**src/rtl/alu_exec_pkg.sv**
```systemverilog
// Shared types for the ALU execution stage: opcodes and FSM states.
// Optional illegal-op reporting is enabled by ALU_EXEC_ILLEGAL_OP_EN.
package alu_exec_pkg;

    typedef enum logic [2:0] {
        OP_NOP  = 3'd0,
        OP_ADD  = 3'd1,
        OP_AND  = 3'd2,
        OP_XOR  = 3'd3,
        OP_MUL  = 3'd4,
        OP_ILL5 = 3'd5,
        OP_ILL6 = 3'd6,
        OP_RST  = 3'd7
    } alu_op_t;

    typedef enum logic [1:0] {
        IDLE,
        EXEC,
        DONE,
        CLR
    } alu_exec_state_t;

endpackage

```
**src/rtl/alu_exec_mul.sv**
```systemverilog
// Iterative shift-add multiplier: one partial product per cycle for W cycles.
// Control of the sequence lives in alu_exec_unit; this block only iterates.
module alu_exec_mul #(
    parameter int W = 8
) (
    input  logic           clk,
    input  logic           clr,
    input  logic           start,
    input  logic [W-1:0]   a,
    input  logic [W-1:0]   b,
    output logic           busy,
    output logic           last,
    output logic [2*W-1:0] product
);

    localparam int CW = (W > 1) ? $clog2(W) : 1;

    logic [2*W-1:0] acc_q, acc_d;
    logic [2*W-1:0] mcand_q, mcand_d;
    logic [W-1:0]   mplier_q, mplier_d;
    logic [CW-1:0]  cnt_q, cnt_d;
    logic           busy_q, busy_d;
    logic [2*W-1:0] acc_step;

    // product is the accumulator after this cycle's partial product
    assign acc_step = acc_q + (mplier_q[0] ? mcand_q : '0);
    assign last     = busy_q && (cnt_q == CW'(W - 1));
    assign busy     = busy_q;
    assign product  = acc_step;

    always_comb begin
        acc_d    = acc_q;
        mcand_d  = mcand_q;
        mplier_d = mplier_q;
        cnt_d    = cnt_q;
        busy_d   = busy_q;
        if (start) begin
            acc_d    = '0;
            mcand_d  = {{W{1'b0}}, a};
            mplier_d = b;
            cnt_d    = '0;
            busy_d   = 1'b1;
        end else if (busy_q) begin
            acc_d    = acc_step;
            mcand_d  = mcand_q << 1;
            mplier_d = mplier_q >> 1;
            cnt_d    = cnt_q + 1'b1;
            if (last) begin
                busy_d = 1'b0;
            end
        end
    end

    always_ff @(posedge clk) begin
        if (clr) begin
            acc_q    <= '0;
            mcand_q  <= '0;
            mplier_q <= '0;
            cnt_q    <= '0;
            busy_q   <= 1'b0;
        end else begin
            acc_q    <= acc_d;
            mcand_q  <= mcand_d;
            mplier_q <= mplier_d;
            cnt_q    <= cnt_d;
            busy_q   <= busy_d;
        end
    end

endmodule

```
**src/rtl/alu_exec_unit.sv**
```systemverilog
// ALU execution stage: single-cycle add/and/xor, iterative multiply, clear op.
// Define ALU_EXEC_ILLEGAL_OP_EN to complete ops 5/6 with err instead of no-op.
module alu_exec_unit
    import alu_exec_pkg::*;
#(
    parameter  int ALU_IN_OP_WIDTH      = 8,
    localparam int ALU_OUT_RESULT_WIDTH = 2 * ALU_IN_OP_WIDTH
) (
    input  logic                            clk,
    input  logic                            rst,
    input  logic                            alu_rst,
    input  logic                            valid,
    output logic                            ready,
    input  logic [2:0]                      op,
    input  logic [ALU_IN_OP_WIDTH-1:0]      a,
    input  logic [ALU_IN_OP_WIDTH-1:0]      b,
    output logic                            done,
    output logic [ALU_OUT_RESULT_WIDTH-1:0] result,
    output logic                            err
);

    localparam int W  = ALU_IN_OP_WIDTH;
    localparam int RW = ALU_OUT_RESULT_WIDTH;

    alu_exec_state_t state_q, state_d;
    logic            ready_q, ready_d;
    logic            done_q, done_d;
    logic            err_q, err_d;
    logic [RW-1:0]   result_q, result_d;

    logic            clr;
    logic            mul_start;
    logic            mul_busy;
    logic            mul_last;
    logic [RW-1:0]   mul_product;
    logic [RW-1:0]   a_ext;
    logic [RW-1:0]   b_ext;

    assign clr   = rst | ~alu_rst;
    assign a_ext = {{W{1'b0}}, a};
    assign b_ext = {{W{1'b0}}, b};

    alu_exec_mul #(.W(W)) u_mul (
        .clk     (clk),
        .clr     (clr),
        .start   (mul_start),
        .a       (a),
        .b       (b),
        .busy    (mul_busy),
        .last    (mul_last),
        .product (mul_product)
    );

    always_comb begin
        state_d   = state_q;
        ready_d   = 1'b0;
        done_d    = 1'b0;
        err_d     = 1'b0;
        result_d  = result_q;
        mul_start = 1'b0;
        unique case (state_q)
            IDLE: begin
                ready_d = 1'b1;
                if (valid && ready_q) begin
                    unique case (alu_op_t'(op))
                        OP_ADD: begin
                            state_d  = DONE;
                            ready_d  = 1'b0;
                            done_d   = 1'b1;
                            result_d = a_ext + b_ext;
                        end
                        OP_AND: begin
                            state_d  = DONE;
                            ready_d  = 1'b0;
                            done_d   = 1'b1;
                            result_d = a_ext & b_ext;
                        end
                        OP_XOR: begin
                            state_d  = DONE;
                            ready_d  = 1'b0;
                            done_d   = 1'b1;
                            result_d = a_ext ^ b_ext;
                        end
                        OP_MUL: begin
                            state_d   = EXEC;
                            ready_d   = 1'b0;
                            mul_start = 1'b1;
                        end
                        OP_RST: begin
                            state_d = CLR;
                            ready_d = 1'b0;
                        end
`ifdef ALU_EXEC_ILLEGAL_OP_EN
                        OP_ILL5, OP_ILL6: begin
                            state_d  = DONE;
                            ready_d  = 1'b0;
                            done_d   = 1'b1;
                            err_d    = 1'b1;
                            result_d = '0;
                        end
`endif
                        default: ;
                    endcase
                end
            end
            EXEC: begin
                // busy check keeps the FSM from stalling if the multiplier idles
                if (mul_last || !mul_busy) begin
                    state_d  = DONE;
                    done_d   = 1'b1;
                    result_d = mul_product;
                end
            end
            DONE: begin
                state_d = IDLE;
                ready_d = 1'b1;
            end
            CLR: begin
                state_d  = IDLE;
                ready_d  = 1'b1;
                result_d = '0;
            end
            default: state_d = IDLE;
        endcase
    end

    always_ff @(posedge clk) begin
        if (clr) begin
            state_q  <= IDLE;
            ready_q  <= 1'b0;
            done_q   <= 1'b0;
            err_q    <= 1'b0;
            result_q <= '0;
        end else begin
            state_q  <= state_d;
            ready_q  <= ready_d;
            done_q   <= done_d;
            err_q    <= err_d;
            result_q <= result_d;
        end
    end

    assign ready  = ready_q;
    assign done   = done_q;
    assign err    = err_q;
    assign result = result_q;

endmodule

```
**config.mk**
```make
export PLATFORM = sky130hd
export DESIGN_NAME = alu_exec_unit
export DESIGN_NICKNAME = d
export VERILOG_FILES = /design/src/rtl/alu_exec_pkg.sv /design/src/rtl/alu_exec_mul.sv /design/src/rtl/alu_exec_unit.sv
export SDC_FILE = /design/constraint.sdc
export NUM_CORES = 1
export LEC_CHECK = 0
export CORE_MARGIN = 2
export CORE_UTILIZATION = 35
export DETAILED_ROUTE_END_ITERATION = 7
export PLACE_DENSITY = 0.65
export SYNTH_ARGS = -nofsm -noshare
export SYNTH_HDL_FRONTEND = slang
export SYNTH_SLANG_ARGS = --single-unit
```
**constraint.sdc**
```tcl
create_clock -name clk -period 3.5 [get_ports clk]
set_input_delay 0.7 -clock clk [delete_from_list [all_inputs] [get_ports clk]]
set_output_delay 0.7 -clock clk [all_outputs]
set_load 0.1 [all_outputs]
```
==> out/results.tsv <==
metric	value	unit
grt_pass1_vias	3313	
grt_pass1_wl	15700	µm
maxCapViolations	0	
rr_startpoint	u_mul.mplier_q[0]$_SDFFE_PP0P_	
drt.antenna.violating_nets	0	
syn-num-nets	495	
core-area	10800	µm²
hold_class	flop to flop	
root_buffer	clkbuf_8	
drive_gt1_share	7.50	%
avgRoutedWirePerCell	15.1	µm
cp_max_fo	17	
status	finished, final reports clean	
cellPowerDensity	330	nW/µm²
grt_setup_unrepaired	no	
worstSkewPairLatency	0.35	ns
num_io_pins	42	
viasPerCell	5.48	
grtUsageMet3	4.54	%
synthArstFlopShare	0	%
synthFlopType	dfxtp_1	
clock-skew-final	0.0107	ns
ys_seq_area_share	33.2	%
cp_slowest_cell	dfxtp_1	
fin_setup_tns	0	ns
syn_inst	445	
drtPass1Iterations	4	
cts_tree	yes	
path_class	flop to flop	
clockBufferDepth	2	
gr-max-usage-layer	met2	
place.gp.congestion	0.854	
ys_types	58	
hpwl	6950	µm
antenna_found_initial	0	
die_w	109	µm
grt_max_degree	36	
setup_violations	0	
tightestPinTransition	0.974	ns
cts_sinks	64	
drcViolationCount	0	
max_slew_margin	34.9	%
grt_util_met1	21.7	%
critPathLaunchType	flop	
yosys_register_bits	64	
start_util	35.7	%
hold_viol	0	
cts_buffers	9	
wl	9360	µm
placementRows	38	
cp.arrival	3.08	ns
slew_viol_final	0	
yosys_warnings	0	
synth_edf_count	0	
p_total	0.00149	W
fmax	351	MHz
syn_area	3850	µm²
endpoint_kind	flop	
port_buffers	40	
period_share	81.4	%
area_growth	17.6	%
worst_ep_required_time	3.73	ns
worstPathCellList	and2_1 > ha_1 > fa_1 > a211oi_2 > o21ai_1 > a2111o_1 > a21o_1 > a32o_1	
reg2reg_depth	8	
track_usage	16.8	%
min-delay-start	u_mul.acc_q[9]$_SDFFE_PP0P_	
postCtsResizedCells	0	
clk_pin_slew	0.07	ns
slowest_delay	0.49	ns
avgSynthCellArea	8.66	µm²
dieArea	11900	µm²
hold_end	u_mul.acc_q[9]$_SDFFE_PP0P_	
leakagePower	1.65	nW
die_h	109	µm
diodes	0	
ctsHoldBuffers	0	
peakVddDrop	0.142	mV
fin_nets	525	
grt_overflow	0	
fin_crit	2.85	ns
htreeDepth	3	
drt_iter0_markers	133	
postCtsSetupBuffers	0	
num_vias	3395	
reg2reg_slack	0.65	ns
reg2reg_to	result[12]$_SDFFE_PP0P_	
grt_use_met2	26.9	%
hold_depth	2	
cell usage in the layout, fill, tap and decap left out, drive strengths merged, types with 5 or more instances in the layout:
cell / n
a211oi: 24
a21o: 6
a21oi: 32
a22o: 6
and2: 17
buf: 6
clkbuf: 10
clkdlybuf4s50: 40
dfxtp: 64
ha: 25
mux2i: 41
nand2: 26
nand2b: 5
nand3: 9
nor2: 53
nor2b: 5
nor3: 5
o211ai: 6
o21ai: 26
xnor2: 11
xor2: 6
state kept, by name, summed over array words and instances, names as in the netlist:
signal,cells
ready,1
u_mul.acc_q,16
state_q,2
u_mul.cnt_q,3
result,16
u_mul.mcand_q,16
done,1
u_mul.busy,1
u_mul.mplier_q,8
cells by family after synthesis:
kind of cell    after synthesis  share of synthesized area (%)
other cells                   1                         0.0973
mux                          42                           10.9
compound gates              120                           20.6
buf+inv                      31                           3.70
fa+ha+maj                    27                           9.16
simple gates                143                           18.4
xor+xnor                     17                           3.86
flops                        64                           33.2
critical path: cells and delay by family, from the launching register on:
kind                       cells  cell delay [ns]
AOI/OAI and AO/OA              5             1.35
DFF                            1             0.49
adders and majority gates      2             0.65
and+or+nand+nor                1             0.25
worst max-delay path by stage:
stage                                               from                      end  cells past startpoint
final                     u_mul.mplier_q[0]$_SDFFE_PP0P_  result[12]$_SDFFE_PP0P_                      8
after floorplan           u_mul.mplier_q[0]$_SDFFE_PP0P_  result[12]$_SDFFE_PP0P_                      9
after global routing      u_mul.mplier_q[0]$_SDFFE_PP0P_  result[14]$_SDFFE_PP0P_                      9
after global placement                              a[0]   result[6]$_SDFFE_PP0P_                      9
after CTS                 u_mul.mplier_q[0]$_SDFFE_PP0P_  result[12]$_SDFFE_PP0P_                      8
after detailed placement                            a[0]   result[6]$_SDFFE_PP0P_                      9
power by group:
| group | total (W) | internal [W] | switching (W) |
|---|---|---|---|
| Sequential | 0.000734 | 0.000731 | 0.00000311 |
| Combinational | 0.000179 | 0.0000744 | 0.000104 |
| Clock | 0.000581 | 0.000277 | 0.000305 |
| Total | 0.00149 | 0.00108 | 0.000412 |
metal layers:
metal	up-vias	share of wire [%]	routed length [µm]
met4	0	2.5	237
met3	22	5.6	521
li1	1672	-	-
met2	114	45	4230
met5	-	0	0
met1	1587	47	4380
metrics by stage:
step / std cells / utilization (%) / setup slack [ns] / hold slack, ns / area (µm²)
finish: 620 / 42.0 / 0.652 / 0.474 / 4530
global route: 620 / 42.0 / 0.419 / 0.485 / 4530
CTS: 620 / 42.0 / 0.634 / 0.475 / 4530
detailed placement: 604 / 40.3 / 0.437 / 0.463 / 4350
global placement: 604 / 40.3 / 0.472 / 0.459 / 4350
floorplan: 445 / - / 0.971 / 0.445 / 3850
Yosys cell counts (all sizes together), types with 3 or more instances:
| library cell | count | area share (%) |
|---|---|---|
| dfxtp | 64 | 33 |
| a21o | 6 | 1.2 |
| o21a | 4 | 0.78 |
| and2 | 17 | 2.8 |
| o21ai | 26 | 3.4 |
| a21oi | 32 | 4.2 |
| buf | 16 | 2.2 |
| a211oi | 24 | 4.9 |
| xnor2 | 11 | 2.5 |
| nor2 | 53 | 5.2 |
| o211ai | 6 | 1.3 |
| or2 | 4 | 0.65 |
| clkbuf | 11 | 1.1 |
| nor2b | 5 | 0.81 |
| xor2 | 6 | 1.4 |
| nor4 | 3 | 0.49 |
| a31oi | 3 | 0.49 |
| nand2b | 5 | 0.81 |
| and3 | 3 | 0.62 |
| nand3 | 9 | 1.2 |
| nor3 | 5 | 0.65 |
| ha | 25 | 8.1 |
| nand2 | 26 | 2.5 |
| inv | 4 | 0.39 |
| a22o | 6 | 1.4 |
| mux2i | 41 | 11 |
| or3 | 4 | 0.65 |
| nand4 | 4 | 0.65 |
final cells by class:
| class | instances | area, µm² |
|---|---|---|
| inverter | 4 | 15.0 |
| timing repair buffer | 46 | 445 |
| clock buffer | 10 | 138 |
| multi-input combinational | 350 | 2430 |
| tap | 140 | 175 |
| clock inverter | 6 | 45.0 |
| sequential | 64 | 1280 |
| fill | 1051 | 6260 |
Note: power is estimated with default switching activity, not from simulation.
